[config.mk]
export PLATFORM = sky130hd
export DESIGN_NAME = fetch_prefetch_queue
export DESIGN_NICKNAME = d
export VERILOG_FILES = /design/src/rtl/fetch_prefetch_queue.sv
export SDC_FILE = /design/constraint.sdc
export NUM_CORES = 1
export LEC_CHECK = 0
export CORE_ASPECT_RATIO = 0.75
export CORE_UTILIZATION = 30
export DETAILED_ROUTE_END_ITERATION = 10
export GPL_TIMING_DRIVEN = 0
export PLACE_DENSITY = 0.5
export SLEW_MARGIN = 20
export SYNTH_ARGS = -nofsm -noshare
export SYNTH_HDL_FRONTEND = slang
export SYNTH_SLANG_ARGS = --single-unit
[constraint.sdc]
create_clock -name clk -period 2.9 [get_ports clk]
set_input_delay 0.58 -clock clk [delete_from_list [all_inputs] [get_ports clk]]
set_output_delay 0.58 -clock clk [all_outputs]
set_load 0.03 [all_outputs]
[src/rtl/fetch_prefetch_queue.sv]
// Instruction-fetch front end: issues sequential fetches under a credit limit, buffers in-order
// responses in a small FIFO and presents {instr, pc, pc+4} to decode; redirects flush and drop stale data.
module fetch_prefetch_queue #(
    parameter int          DEPTH    = 4,
    parameter logic [31:0] RESET_PC = 32'h0000_0000
) (
    input  logic        clk,
    input  logic        rst,
    output logic        imem_req_valid,
    output logic [31:0] imem_req_addr,
    input  logic        imem_req_ready,
    input  logic        imem_rsp_valid,
    input  logic [31:0] imem_rsp_data,
    input  logic        redirect_valid,
    input  logic [31:0] redirect_pc,
    input  logic        stall,
    output logic        out_valid,
    output logic [31:0] out_instr,
    output logic [31:0] out_pc,
    output logic [31:0] out_pc_plus4
);

    localparam int PW = $clog2(DEPTH);
    localparam int CW = PW + 1;

    logic [31:0]   fetch_pc;
    logic [31:0]   resp_pc;
    logic [31:0]   instr_mem [DEPTH];
    logic [31:0]   pc_mem    [DEPTH];
    logic [PW-1:0] rd_ptr;
    logic [PW-1:0] wr_ptr;
    logic [CW-1:0] count;
    logic [CW-1:0] outstanding;
    logic [CW-1:0] stale;
    logic [CW:0]   credits_used;
    logic [31:0]   redirect_aligned;
    logic          accept;
    logic          push;
    logic          pop;

    // NOTE: every signal driven here gets a value on every path, so no latch is inferred.
    always_comb begin
        credits_used     = {1'b0, count} + {1'b0, outstanding};
        redirect_aligned = {redirect_pc[31:2], 2'b00};
        // Gated by rst so the request strobe reads 0 while reset is held.
        imem_req_valid   = rst && !redirect_valid && (credits_used < (CW + 1)'(DEPTH));
        imem_req_addr    = fetch_pc;
        accept           = imem_req_valid && imem_req_ready;
        out_valid        = (count != '0);
        push             = imem_rsp_valid && (stale == '0) && !redirect_valid;
        pop              = out_valid && !stall && !redirect_valid;
        out_instr        = out_valid ? instr_mem[rd_ptr] : '0;
        out_pc           = out_valid ? pc_mem[rd_ptr] : '0;
        out_pc_plus4     = out_valid ? pc_mem[rd_ptr] + 32'd4 : '0;
    end

    // NOTE: sequential state uses non-blocking assignments so all registers update from pre-edge values.
    always_ff @(posedge clk or negedge rst) begin
        if (!rst) begin
            fetch_pc    <= RESET_PC;
            resp_pc     <= RESET_PC;
            rd_ptr      <= '0;
            wr_ptr      <= '0;
            count       <= '0;
            outstanding <= '0;
            stale       <= '0;
        end else if (redirect_valid) begin
            fetch_pc    <= redirect_aligned;
            resp_pc     <= redirect_aligned;
            rd_ptr      <= '0;
            wr_ptr      <= '0;
            count       <= '0;
            outstanding <= outstanding - CW'(imem_rsp_valid);
            // The in-flight count already includes older stale fetches, so after a redirect
            // every fetch still in flight is stale; this also keeps back-to-back redirects exact.
            stale       <= outstanding - CW'(imem_rsp_valid);
        end else begin
            if (accept) begin
                fetch_pc <= fetch_pc + 32'd4;
            end
            if (push) begin
                resp_pc <= resp_pc + 32'd4;
                wr_ptr  <= wr_ptr + 1'b1;
            end
            if (pop) begin
                rd_ptr <= rd_ptr + 1'b1;
            end
            count       <= count + CW'(push) - CW'(pop);
            outstanding <= outstanding + CW'(accept) - CW'(imem_rsp_valid);
            if (imem_rsp_valid && (stale != '0)) begin
                stale <= stale - 1'b1;
            end
        end
    end

    // NOTE: FIFO storage is not reset; out_valid and the output gating hide its contents.
    always_ff @(posedge clk) begin
        if (push) begin
            instr_mem[wr_ptr] <= imem_rsp_data;
            pc_mem[wr_ptr]    <= resp_pc;
        end
    end

endmodule

==> results of run 1 <==
-- metrics by stage --
| step | instances | TNS (ns) | worst slack [ns] |
|---|---|---|---|
| floorplan | 995 | -0.06914 | -0.06914 |
| global placement | 1825 | -539.52 | -3.577 |
| detailed placement | 1830 | -135.21 | -1.095 |
| CTS | 1917 | -31.60 | -0.7151 |
| global route | 1932 | -32.66 | -0.7369 |
| finish | 1932 | -22.43 | -0.6307 |
-- layout by cell type, fill, tap and decap left out, types with 38 or more instances in the layout --
cell | synthesis | layout
buf_2 | 5 | 39
o21ai_0 | 48 | 45
mux4_2 | 46 | 61
and2_1 | 70 | 59
dfrtp_1 | 73 | 71
buf_4 | 8 | 50
nand2_1 | 69 | 67
edfxtp_1 | 248 | 248
buf_6 | 5 | 39
clkdlybuf4s50_1 | 0 | 96
clkbuf_16 | 0 | 39
nor2_1 | 42 | 38
-- worst max-delay path: cells and delay by family, from the launching register on --
family / cells / cell delay [ns]
buf+inv: 4 / 0.60
compound gates: 1 / 0.18
mux: 1 / 0.41
flops: 1 / 0.40
simple gates: 3 / 0.86
-- cells in the mapped netlist (2+ instances only) --
cell / count
mux4_2: 46
a21o_1: 2
xnor2_1: 21
or4_1: 6
nand3_1: 35
buf_6: 5
and3_1: 20
and4_1: 6
clkbuf_1: 30
nor2_1: 42
ha_1: 17
nand4_1: 27
o41ai_1: 2
o311ai_0: 13
buf_4: 8
inv_1: 25
buf_2: 5
buf_12: 2
a31oi_1: 4
mux2i_1: 2
nor4_1: 7
edfxtp_1: 248
nor3_1: 18
or3_1: 8
nand4b_1: 2
nand2b_1: 3
or2_2: 2
and2_1: 70
o31ai_1: 4
xor2_1: 35
fa_1: 2
o211ai_1: 12
dfrtp_1: 73
a41oi_1: 4
a21oi_1: 17
nand2_1: 69
mux2_2: 14
mux4_1: 16
buf_1: 2
o21ai_0: 48
-- registers in the layout, summed over array words and instances, names as in the netlist --
signal         cells
count              3
imem_req_addr     30
instr_mem        128
outstanding        3
pc_mem           120
rd_ptr             2
resp_pc           30
stale              3
wr_ptr             2
-- cells by family after synthesis --
logic type               count (synthesis)  synth area share
adder cells (fa/ha/maj)                 19           0.01741
multiplexers                            78            0.1125
buffers and inverters                   80           0.02887
AND/OR/NAND/NOR                        328            0.1230
other                                    1         0.0002583
XOR/XNOR                                56           0.03378
flip-flops                             321            0.6387
AO/OA/AOI/OAI                          107           0.04550
-- per-layer routing --
| metal | part of all wire | GRT usage |
|---|---|---|
| met5 | 0 | 0 |
| met4 | 0.016 | 0.03570 |
| met3 | 0.048 | 0.02968 |
| met2 | 0.43 | 0.2422 |
| met1 | 0.51 | 0.2408 |
-- power by group --
group          switching [mW]  internal [mW]  total (mW)  leakage (nW)
Clock                    1.76           2.75        4.51         0.565
Sequential              0.302           5.28        5.58          3.12
Combinational            3.78           2.84        6.61          3.09
Total                    5.84           10.9        16.7          6.78
-- worst max path at each step --
stage                             to  cells past startpoint
global route        out_pc_plus4[31]                      8
CTS                 out_pc_plus4[23]                      9
global placement      outstanding[2]                     12
detailed placement  out_pc_plus4[26]                      9
finish              out_pc_plus4[31]                      9
floorplan           out_pc_plus4[31]                      8
-- repair_timing --
action                                  4_1_cts  5_1_grt
pin swaps                                    20       16
hold buffers                                  1        0
setup buffers                                28       14
hold endpoints to repair                     20        0
endpoints found under the setup margin       98      121
gates resized for setup                     548       77
gates cloned                                  1        2
-- layout make-up --
class                   instances  area, um2  area share
plain buffers                  50      459.2     0.02390
well taps                     639      799.5     0.04162
flip-flops and latches        321       9276      0.4829
multi-input cells             594       5127      0.2669
inverters                      26      100.1    0.005210
repair buffers                242       2298      0.1196
clock inverters                18      205.2     0.01068
clock buffers                  42      944.7     0.04917
==> results.md, run 1 <==
* Slew headroom at 0.3874
* Worst Skew at 0.02199 ns
* I/O pins at 200
* Static leakage at 6.779 nW
* Final nets at 1,358
* Antenna violations before repair at 0
* CTS H-tree lvls at 2
* Mapped Area at 0.01452 mm2
* Final Routed Wirelength at 39,750 um
* Residual DRC at 0
* Routability cong. at 0.8173
* Pin count of the biggest net entering global routing at 54
* Worst skew pair latency at 0.53 ns
* Synthesis Warnings at 0
* CP Data Required Time at 2.32 ns
* First-pass GRT wire length at 59,950 um
* Crit path max fanout at 11
* Cts bufs inserted at 34
* Critical path capture point type: output pin
* Worst vdd ir at 0.0003399 V
* Max-slew violation count at 0
* Syn avg cell area at 14.67 um2
* RSZ-0062 raised after global routing: yes
* R2R Path Start: count[1]
* Slowest cell on crit path: or4_4
* Synth cell types at 58
* Global route overflow at 0
* Via density at 4.891
* Full die area at 0.04929 mm2
* CP max stage delay at 0.50 ns
* Number of max-cap violations at 0
* R2r worst-path depth at 11
* First-pass DRT Iterations at 5
* Core area at 0.04757 mm2
* Layout cells sized above 1 at 0.2823
* Fmax at 283.2 MHz
* CP startpoint kind: flop
* Reg2reg setup slack at 0.15 ns
* Vias in the first global route at 9,516
* Failing checks: negative setup slack
* CP arrival at 2.95 ns
* Area post-placement at 0.01745 mm2
* Seq/Total Area, Yosys at 0.6387
* Area leader, netlist: edfxtp_1
* Outcome: complete, but fails checks
* Via count at 9,449
* Worst setup startpoint: rd_ptr[0]
* Tot GR Track Use at 0.1612
* Clock Tree Root: clkbuf_16
* Post-synth EDFFs at 248
* Chip height at 192.5 um
* CTS tree: yes
* Final instance area at 0.01921 mm2
* Antenna diode count at 0
* Slew @ Worst Pin at 0.9112 ns
* 1st-iter DRT viols at 590
* IO Port Bufs at 191
* Initial Util at 0.3052
* Total power density per cell area at 869.7 mW/mm2
* CTS sink cnt at 321
* Row cnt at 69
* Die Wd at 256.0 um
* Power consumption at 16.71 mW
* DP HPWL at 27,650 um
* Top cell type's share of synthesized area at 0.5129
* Worst path cell trace: buf_12 -> buf_12 -> mux4_2 -> buf_6 -> and4_4 -> nand4_1 -> or4_4 -> a21oi_2 -> buf_6
* Remaining antenna violation count at 0
* Drt wl/cell at 20.57 um
* Final Hold Slack at 0.08546 ns
* Area Overhead vs Synth at 32.30%
* Top FF cell, synth: edfxtp_1
* Worst hold path type: input pin to async pin
* Final min period at 3.531 ns
* Clock transition at path regs at 0.07 ns
* Post-Syn Instances at 990
* Setup Viol. Count Final at 69
* Final core utilization at 0.4039
* Top cells by area, synth: edfxtp_1 (51%), dfrtp_1 (13%), mux4_2 (7.1%)
* Fill count at 4,459
* Crit Path Class: flop to output pin
* Post-synth ARST share at 0.2274
* Final Cycle Share at 1.217
* Worst flop-to-flop path endpoint: outstanding[2]
* Clk buf depth at 3
* Number of synthesized register bits at 321
* Count of final hold-check violations at 0
* Worst setup margin at -0.6307 ns
Power figures use the tool's default switching activity.
==> run 2, diff against run 1 <==
--- a/config.mk
+++ b/config.mk
@@ -5,6 +5,7 @@
 export SDC_FILE = /design/constraint.sdc
 export NUM_CORES = 1
 export LEC_CHECK = 0
+export ABC_CLOCK_PERIOD_IN_PS = 2900
 export CORE_ASPECT_RATIO = 0.75
 export CORE_UTILIZATION = 30
 export DETAILED_ROUTE_END_ITERATION = 10
==> results of run 2 <==
Final layout, timing and power as in run 1 (identical DEF).
==> run 3, diff against run 2 <==
--- a/config.mk
+++ b/config.mk
@@ -5,7 +5,7 @@
 export SDC_FILE = /design/constraint.sdc
 export NUM_CORES = 1
 export LEC_CHECK = 0
-export ABC_CLOCK_PERIOD_IN_PS = 2900
+export CAP_MARGIN = 20
 export CORE_ASPECT_RATIO = 0.75
 export CORE_UTILIZATION = 30
 export DETAILED_ROUTE_END_ITERATION = 10
==> results of run 3 <==
Final layout, timing and power as in run 1 (identical DEF).
==> variant, RTL diff (flow settings as in run 1) <==
`DEPTH`: 4 -> 2.
--- a/src/rtl/fetch_prefetch_queue.sv
+++ b/src/rtl/fetch_prefetch_queue.sv
@@ -1,7 +1,7 @@
 // Instruction-fetch front end: issues sequential fetches under a credit limit, buffers in-order
 // responses in a small FIFO and presents {instr, pc, pc+4} to decode; redirects flush and drop stale data.
 module fetch_prefetch_queue #(
-    parameter int          DEPTH    = 4,
+    parameter int          DEPTH    = 2,
     parameter logic [31:0] RESET_PC = 32'h0000_0000
 ) (
     input  logic        clk,
Check against the original RTL: not equivalent (a bounded check fails within 4 cycles, from zero or initial values and one cycle with rst low).
==> variant against run 1 <==
  * The flow still finishes with violations (setup timing)
  * Maximum frequency down 10%
  * Sequential cell count down 129
  * First-iteration DRC count down 14%
  * Synthesized area down 35%
  * Final cell count down 20%
  * Cell area down 28%
  * Power down 45%
  * Wire length down 23%
  * Worst setup slack worse by 0.40 ns
  * Critical endpoint is now out_pc_plus4[28]
  * Largest cell class unchanged
  * Largest power group is now registers
==> variant: results (changes against run 1) <==
placed cells: 1459 (-20%)
Worst Tran Pin Value: 1.12 ns (+0.209 ns)
all-layer global routing usage: 19.0% (+2.9 points)
Port-buffer cells: 190 (-0.52%)
first-pass GRT wire length: 46500 µm (-22%)
CP max stage cell: dfrtp_2
Post-Synthesis Cells: 852 (-14%)
Vias: 7837 (-17%)
TritonCTS Buffers: 17 (-50%)
Netlist cell types: 64 (+10%)
failing checks: setup timing
initial antenna violation count: 1 (+1)
top post-synthesis cells by area: edfxtp_1 (39%), dfrtp_1 (18%), mux2i_1 (5.9%)
DP HPWL: 22300 µm (-19%)
peak supply drop: 429 µV (+26%)
status: complete, but fails checks
final WL: 30500 µm (-23%)
dpl ws: -1.32 ns (-0.229 ns)
Static Leak: 5.16 nW (-24%)
cells on worst reg2reg path: 9 (-2)
worst-path maximum fanout: 5 (-6)
post-route setup slack: -1.04 ns (-0.405 ns)
vias per inst: 5.06 (+3.5%)
DR iter-0 viols: 510 (-14%)
Largest stage delay, worst path: 0.45 ns (-0.05 ns)
clk_lat worst skew: 0.44 ns (-0.09 ns)
Int Power: 5.93 mW (-45%)
vias in the first global route: 7652 (-20%)
pin count of the biggest net entering global routing: 50 (-7.4%)
Seq/Total Area, Yosys: 57.1% (-6.8 points)
fillers: 2974 (-33%)
skew final: 0.0126 ns (-0.00942 ns)
final setup vio count: 28 (-59%)
Clock Path Buffers: 2 (-1)
CTS H-tree depth: 4 (+2)
Synth async-reset ratio: 35.4% (+13 points)
Crit path max-delay family: buffers and inverters
nets: 1209 (-11%)
Worst Path Arrival: 3.36 ns (+0.41 ns)
-- variant: worst reg2reg max path, cell delays in order, from the launching register on --
cell,delay [ns]
dfrtp_1,0.39
and2_1,0.17
fa_1,0.49
nor4b_4,0.33
and2_4,0.24
buf_4,0.14
clkbuf_2,0.27
nand3_1,0.18
o21ai_0,0.26
o211ai_1,0.11
-- variant: timing repair --
item / 4_1_cts / 5_1_grt
gates cloned: 1 / 0
pin swaps: 33 / 31
endpoints found under the setup margin: 104 / 117
resized for setup: 513 / 93
buffers inserted: 35 / 26
-- variant: path summary, 6_finish.rpt --
kind                           startpoint                end  slack, ns
min                                   rst  imem_req_addr[27]       0.04
min in group clk           redirect_valid  imem_req_addr[14]       0.52
max                                rd_ptr   out_pc_plus4[28]      -1.04
min reg2reg                   resp_pc[10]      pc_mem[0][10]       0.53
max reg2reg                outstanding[0]  imem_req_addr[25]       0.18
max in group asynchronous             rst             rd_ptr       2.29
-- variant: per-layer routing --
| metal | GRT usage (%) | vias up | share of wire, % |
|---|---|---|---|
| met1 | 27.6 | 3949 | 49 |
| met3 | 3.84 | 16 | 4.9 |
| met4 | 4.55 | 0 | 0.80 |
| met5 | 0 | - | 0 |
| met2 | 28.9 | 184 | 45 |
| li1 | - | 3688 | - |
-- variant: area by class of cell --
class                      count  area (µm²)  share of cell area, %
buffer                        42         369                   2.67
clock buffer                  21         485                   3.51
clock inverter                11         140                   1.01
inverter                      18        72.6                  0.524
multi-input combinational    602        4430                   32.0
sequential                   192        5430                   39.2
tap                          406         508                   3.67
timing repair buffer         256        2410                   17.4
-- variant: kinds of logic after synthesis --
| family | after synthesis | share of synthesized area (%) |
|---|---|---|
| adder cells (fa/ha/maj) | 10 | 1.40 |
| AND/OR/NAND/NOR | 336 | 17.7 |
| flip-flops | 192 | 57.1 |
| AO/OA/AOI/OAI | 136 | 9.25 |
| XOR/XNOR | 51 | 4.70 |
| other | 1 | 0.0395 |
| buffers and inverters | 63 | 3.13 |
| multiplexers | 63 | 6.73 |
-- variant: through the flow --
stage / util (%) / instance area [µm²] / setup TNS (ns) / hold WS (ns)
2_1_floorplan: - / 9730 / -54.76 / 0.284
3_3_place_gp: 38.9 / 12100 / -525.81 / 0.494
3_5_place_dp: 39.3 / 12300 / -82.72 / 0.499
4_1_cts: 43.4 / 13600 / -14.51 / 0.0219
5_1_grt: 44.3 / 13800 / -15.19 / 0.0356
6_report: 44.3 / 13800 / -12.30 / 0.0354
-- variant: power groups by stage --
stage                     Combinational [mW]  Clock [mW]  Sequential, mW
after global routing                    3.55        2.67            3.45
after CTS                               3.26        2.58            3.41
after detailed placement                3.03           0            3.47
final                                   3.32        2.51            3.42
after global placement                  2.98           0            3.48
after floorplan                         1.70           0            3.50
